File: src/rtl/core_control_ldst_seq_pkg.sv
// ============================================================================
// Module  : core_control_ldst_seq_pkg
// Brief   : Shared control typedefs and address helpers for the LDM/STM sequencer.
// Revision: 1.0 - initial release
// ============================================================================
`default_nettype none

package core_control_ldst_seq_pkg;

  typedef enum logic [1:0] {
    LDST_IDLE      = 2'd0,
    LDST_SETUP     = 2'd1,
    LDST_XFER      = 2'd2,
    LDST_WRITEBACK = 2'd3
  } ldst_seq_state;

  localparam logic [31:0] c_WORD_BYTES = 32'd4;

  // Byte span of an N-register block (N in 0..16).
  function automatic logic [31:0] block_bytes(input logic [4:0] n);
    return {25'd0, n, 2'b00};
  endfunction

  // Lowest address of the block; beats always ascend from here.
  function automatic logic [31:0] first_addr(input logic [31:0] base,
                                             input logic        up,
                                             input logic        pre,
                                             input logic [4:0]  n);
    logic [31:0] span;
    span = block_bytes(n);
    case ({up, pre})
      2'b10:   return base;
      2'b11:   return base + c_WORD_BYTES;
      2'b00:   return base - span + c_WORD_BYTES;
      default: return base - span;
    endcase
  endfunction

endpackage

`default_nettype wire

File: src/rtl/core_control_ldst_seq_pick.sv
// ============================================================================
// Module  : core_control_ldst_pick
// Brief   : Lowest-set-bit index, valid flag and popcount of a 16-bit mask.
// Revision: 1.0 - initial release
// ============================================================================
`default_nettype none

module core_control_ldst_pick (
  input  logic [15:0] i_mask,
  output logic [3:0]  o_idx,
  output logic        o_valid,
  output logic [4:0]  o_count
);

  always_comb begin
    o_idx   = 4'd0;
    o_valid = 1'b0;
    o_count = 5'd0;
    for (int i = 15; i >= 0; i--) begin
      if (i_mask[i]) begin
        o_idx   = 4'(i);
        o_valid = 1'b1;
      end
    end
    for (int i = 0; i < 16; i++) begin
      o_count = o_count + {4'd0, i_mask[i]};
    end
  end

endmodule

`default_nettype wire

File: src/rtl/core_control_ldst_seq.sv
// ============================================================================
// Module  : core_control_ldst_seq
// Brief   : LDM/STM block-transfer sequencer issuing one word beat per register.
// Revision: 1.0 - initial release
// ============================================================================
`default_nettype none

module core_control_ldst_seq
  import core_control_ldst_seq_pkg::*;
(
  input  logic        clk,
  input  logic        rst_n,
  input  logic        start,
  input  logic [15:0] reg_list,
  input  logic [31:0] base,
  input  logic        up,
  input  logic        pre,
  input  logic        load,
  input  logic        writeback,
  input  logic        mem_ready,
  input  logic        abort,
  output logic        mem_start,
  output logic [31:0] mem_addr,
  output logic        mem_write,
  output logic [3:0]  mem_reg,
  output logic        busy,
  output logic        done,
  output logic        aborted,
  output logic        wb_valid,
  output logic [31:0] wb_value
);

  ldst_seq_state r_state;
  logic [15:0]   r_mask;
  logic [31:0]   r_base;
  logic          r_up;
  logic          r_pre;
  logic          r_load;
  logic          r_wb;

  logic [15:0]   w_pick_mask;
  logic [3:0]    w_idx;
  logic          w_valid;
  logic [4:0]    w_count;

  // In XFER the picker looks ahead at the mask with the current beat removed.
  assign w_pick_mask = (r_state == LDST_XFER) ? (r_mask & ~(16'd1 << mem_reg)) : r_mask;

  core_control_ldst_pick u_pick (
    .i_mask  (w_pick_mask),
    .o_idx   (w_idx),
    .o_valid (w_valid),
    .o_count (w_count)
  );

  assign busy = (r_state != LDST_IDLE);

  always_ff @(posedge clk or negedge rst_n) begin
    if (!rst_n) begin
      r_state   <= LDST_IDLE;
      r_mask    <= 16'd0;
      r_base    <= 32'd0;
      r_up      <= 1'b0;
      r_pre     <= 1'b0;
      r_load    <= 1'b0;
      r_wb      <= 1'b0;
      mem_start <= 1'b0;
      mem_addr  <= 32'd0;
      mem_write <= 1'b0;
      mem_reg   <= 4'd0;
      done      <= 1'b0;
      aborted   <= 1'b0;
      wb_valid  <= 1'b0;
      wb_value  <= 32'd0;
    end else begin
      done     <= 1'b0;
      aborted  <= 1'b0;
      wb_valid <= 1'b0;
      case (r_state)
        LDST_IDLE: begin
          if (start) begin
            r_mask  <= reg_list;
            r_base  <= base;
            r_up    <= up;
            r_pre   <= pre;
            r_load  <= load;
            r_wb    <= writeback;
            r_state <= LDST_SETUP;
          end
        end
        LDST_SETUP: begin
          wb_value <= r_up ? (r_base + block_bytes(w_count)) : (r_base - block_bytes(w_count));
          if (w_count == 5'd0) begin
            done    <= 1'b1;
            r_state <= LDST_IDLE;
          end else begin
            mem_start <= 1'b1;
            mem_addr  <= first_addr(r_base, r_up, r_pre, w_count);
            mem_reg   <= w_idx;
            mem_write <= !r_load;
            r_state   <= LDST_XFER;
          end
        end
        LDST_XFER: begin
          if (mem_ready) begin
            if (abort) begin
              mem_start <= 1'b0;
              r_mask    <= 16'd0;
              done      <= 1'b1;
              aborted   <= 1'b1;
              r_state   <= LDST_IDLE;
            end else begin
              r_mask <= w_pick_mask;
              if (w_valid) begin
                mem_addr <= mem_addr + c_WORD_BYTES;
                mem_reg  <= w_idx;
              end else begin
                mem_start <= 1'b0;
                if (r_wb) begin
                  wb_valid <= 1'b1;
                  r_state  <= LDST_WRITEBACK;
                end else begin
                  done    <= 1'b1;
                  r_state <= LDST_IDLE;
                end
              end
            end
          end
        end
        LDST_WRITEBACK: begin
          done    <= 1'b1;
          r_state <= LDST_IDLE;
        end
        default: r_state <= LDST_IDLE;
      endcase
    end
  end

endmodule

`default_nettype wire
File: config.mk
export PLATFORM = sky130hd
export DESIGN_NAME = core_control_ldst_seq
export DESIGN_NICKNAME = d
export VERILOG_FILES = /design/src/rtl/core_control_ldst_seq_pkg.sv /design/src/rtl/core_control_ldst_seq_pick.sv /design/src/rtl/core_control_ldst_seq.sv
export SDC_FILE = /design/constraint.sdc
export NUM_CORES = 1
export LEC_CHECK = 0
export CELL_PAD_IN_SITES_DETAIL_PLACEMENT = 0
export CELL_PAD_IN_SITES_GLOBAL_PLACEMENT = 1
export CORE_UTILIZATION = 42
export DETAILED_ROUTE_END_ITERATION = 6
export PLACE_DENSITY_LB_ADDON = 0.25
export SKIP_CTS_REPAIR_TIMING = 1
export SLEW_MARGIN = 20
export SYNTH_ARGS = -nofsm -noshare
export SYNTH_HDL_FRONTEND = slang
export SYNTH_SLANG_ARGS = --single-unit
File: constraint.sdc
create_clock -name clk -period 10.1 [get_ports clk]
set_input_delay 2.02 -clock clk [delete_from_list [all_inputs] [get_ports clk]]
set_output_delay 2.02 -clock clk [all_outputs]
set_load 0.005 [all_outputs]
==> impl_metrics.tcl <==
set metrics [dict create \
    setup_tns_ns 0 \
    final_hold_viol_count 0 \
    final_net_count 1436 \
    ys_seq_area_share_pct 31.9 \
    tritoncts "built" \
    critical-path-max-stage-delay_ns 0.75 \
    crit_buf_inv 5 \
    synth_mux_area_share_pct 4.55 \
    post-route-util_pct 52.6 \
    htreeDepth 4 \
    setup_viol 0 \
    ios 131 \
    grt_pass1_vias 9167 \
    fmax_mhz 112 \
    max_slew_margin_pct 31.0 \
    floorplan.initialDensity_pct 43.4 \
    root_buffer "clkbuf_16" \
    path_max_fanout 15 \
    gr-total-overflow 0 \
    die_w_um 156 \
    fin_crit_sh_pct 88.2 \
    busiest_layer "met1" \
    num_rows 55 \
    dp_hpwl_um 25200 \
    netlist_instances 1265 \
    synth_edf_count 0 \
    syn2layout_area_growth_pct 21.1 \
    antenna_found_initial 0 \
    layout-drive-gt1-share_pct 7.96 \
    clk_pin_slew_worst_paths_ns 0.06 \
    slew_violations 0 \
    numPortBuffers 130 \
    synth-adder-area-share_pct 5.05 \
    die_y_um 156 \
    worst_clock_skew_ns 0.0134 \
    pre_cts_ws_ns 1.32 \
    synth-main-ff-cell "dfrtp_1" \
    synth.distinct_cells 75 \
    post-route-drc-count 0 \
    crit_path_top_delay_cell "a211oi_2" \
    fin_ws_ns 1.19 \
    worstPathRequired_ns 10.47 \
    maxCapViolations 0 \
    reg_top3 "mem_addr (32), r_base (32), wb_value (32)" \
    synth_top_family_by_area "simple AND/OR/NAND/NOR gates" \
    rsz0062_at_grt "no" \
    synthesis.area_um2 9950 \
    core_um2 22900 \
    synth_xor_area_share_pct 6.86 \
    holdCritPathClass "reg -> reg" \
    startpoint_type "flop" \
    grt_pass1_wl_um 54000 \
    die_area_um2 24300 \
    end_kind "flop" \
    synth-async-reset-ratio_pct 100 \
    finalCriticalPeriod_ns 8.91 \
    ctsLongestPathBuffers 2 \
    synth.avg_cell_area_um2 7.87 \
    use_met1_pct 45.4 \
    crit_top_cell "fa_1" \
    dr_total_vias 9786 \
    clock-sinks 127 \
    grt_max_degree 74 \
    gp_congestion 0.950 \
    crit_arrival_ns 9.28 \
    ys_warn_count 0 \
    via_per_inst 5.86 \
    first_pass_iters 5 \
    synth-simple-area-share_pct 23.6 \
    globalRouteTotalUtil_pct 29.1 \
    synth_nets 1355 \
    met2_usage_pct 40.0 \
    design_area_um2 12000 \
    use_met3_pct 5.53 \
    drt-initial-drc-count 794 \
    wire_per_inst_um 20.6 \
    diodes 0 \
    cts_buffers 17 \
    max_slew.worst_pin.slew_ns 1.03 \
    path_delay_family "adder cells" \
    drt_wl_total_um 34500 \
    drtAntennaViolNets 0 \
    status "finished, final reports clean" \
    synth_compound_gate_area_share_pct 23.0 \
    place_area_um2 11500 \
    ys_ff_latch 127 \
    crit_type "reg -> reg" \
    clkLatencyLatePin_ns 0.43 \
]
path summary, 6_finish.rpt:
check	from	endpoint	slack (ns)	depth (start not counted)
min	r_load$_DFFE_PN0P_	mem_write$_DFFE_PN0P_	0.46	1
max in group asynchronous	rst_n	r_base[9]$_DFFE_PN0P_	7.27	2
max reg2reg	r_state[0]$_DFFE_PN0P_	mem_addr[27]$_DFFE_PN0P_	1.19	26
min reg2reg	r_load$_DFFE_PN0P_	mem_write$_DFFE_PN0P_	0.46	1
min in group asynchronous	rst_n	mem_addr[23]$_DFFE_PN0P_	1.60	1
max	r_state[0]$_DFFE_PN0P_	mem_addr[27]$_DFFE_PN0P_	1.19	26
Yosys cell counts, types with 4 or more instances:
| master | n | area share (%) |
|---|---|---|
| and3_1 | 12 | 0.75 |
| o21a_1 | 5 | 0.38 |
| nor2_1 | 106 | 4.0 |
| a22oi_1 | 13 | 0.98 |
| a221oi_1 | 5 | 0.44 |
| a21o_1 | 8 | 0.60 |
| nand3_1 | 43 | 2.2 |
| or4_1 | 6 | 0.45 |
| nand2_1 | 156 | 5.9 |
| and2_1 | 15 | 0.94 |
| dfrtp_1 | 127 | 32 |
| nor3_1 | 39 | 2.0 |
| a211oi_1 | 13 | 0.98 |
| a31oi_1 | 18 | 1.1 |
| o21ai_0 | 134 | 6.7 |
| buf_2 | 4 | 0.20 |
| nand4_1 | 16 | 1.0 |
| o22ai_1 | 7 | 0.44 |
| clkbuf_1 | 71 | 2.7 |
| o32ai_1 | 4 | 0.35 |
| xnor2_1 | 49 | 4.3 |
| or3_1 | 17 | 1.1 |
| mux2_2 | 34 | 3.8 |
| o31a_1 | 4 | 0.35 |
| or2_2 | 10 | 0.63 |
| xor2_1 | 29 | 2.6 |
| nand2b_1 | 10 | 0.63 |
| a21oi_1 | 101 | 5.1 |
| o31ai_1 | 12 | 0.91 |
| a21boi_0 | 5 | 0.38 |
| nor4_1 | 14 | 0.88 |
| mux2i_1 | 7 | 0.70 |
| ha_1 | 21 | 2.6 |
| a211o_1 | 5 | 0.44 |
| o21bai_1 | 4 | 0.30 |
| buf_1 | 9 | 0.34 |
| a311oi_1 | 4 | 0.35 |
| nor2b_1 | 14 | 0.88 |
| inv_1 | 41 | 1.5 |
| fa_1 | 12 | 2.4 |
layer usage:
| metal | wire length, um | vias up |
|---|---|---|
| li1 | - | 4698 |
| met1 | 17100 | 4634 |
| met2 | 14000 | 408 |
| met3 | 2650 | 46 |
| met4 | 686 | 0 |
| met5 | 0 | - |
worst reg2reg max path, stage by stage (launching register included):
cell and delay, ns:
dfrtp_1 0.47, nand2b_1 0.20, or3_1 0.39, o21ai_0 0.24
inv_1 0.12, ha_1 0.32, inv_1 0.07, fa_1 0.44
fa_1 0.52, inv_1 0.05, fa_1 0.50, inv_1 0.05
fa_1 0.45, fa_1 0.42, fa_1 0.54, inv_1 0.13
fa_1 0.48, or2_2 0.34, a211oi_2 0.76, o21ai_0 0.25
a21oi_1 0.25, o21ai_2 0.10, or4_1 0.69, nor4_1 0.47
mux2i_1 0.29, mux2i_1 0.21, a21o_1 0.10
layout make-up:
| type | count | area (um^2) |
|---|---|---|
| Tap cell | 313 | 392 |
| Sequential cell | 127 | 3180 |
| Clock inverter | 11 | 143 |
| Multi-Input combinational cell | 1009 | 6300 |
| Fill cell | 2181 | 10900 |
| Inverter | 44 | 165 |
| Timing Repair Buffer | 147 | 1430 |
| Clock buffer | 19 | 443 |
stage by stage:
stage / hold slack, ns / cells
floorplan: 0.436 / 1265
global placement: 0.443 / 1640
detailed placement: 0.453 / 1640
CTS: 0.462 / 1670
global route: 0.483 / 1670
finish: 0.459 / 1670
placed cells by master, fill, tap and decap left out, types with 7 or more instances in the layout:
cell type,synthesis,layout
nand3_1,43,43
xor2_1,29,29
o22ai_1,7,7
a211oi_1,13,12
inv_1,41,41
a21o_1,8,8
mux2_2,34,34
or3_1,17,17
o21ai_0,134,133
and2_1,15,15
o31ai_1,12,12
or2_2,10,10
nand2_1,156,156
dfrtp_1,127,127
nand2b_1,10,9
fa_1,12,12
nor3_1,39,39
buf_4,0,17
clkdlybuf4s50_1,0,129
xnor2_1,49,49
a22oi_1,13,13
mux2i_1,7,7
clkbuf_16,0,17
ha_1,21,21
and3_1,12,12
nor2_1,106,105
a31oi_1,18,18
nor2b_1,14,13
nand4_1,16,16
nor4_1,14,14
a21oi_1,101,100
logic make-up after synthesis:
kind of cell,after synthesis
buffers and inverters,129
muxes,41
DFF,127
AOI/OAI and AO/OA,377
adders and majority gates,33
and+or+nand+nor,480
xor gates and xnor gates,78
Power is not shown: default switching activity piles up to over one toggle a cycle in this logic, so the estimate is an artifact.
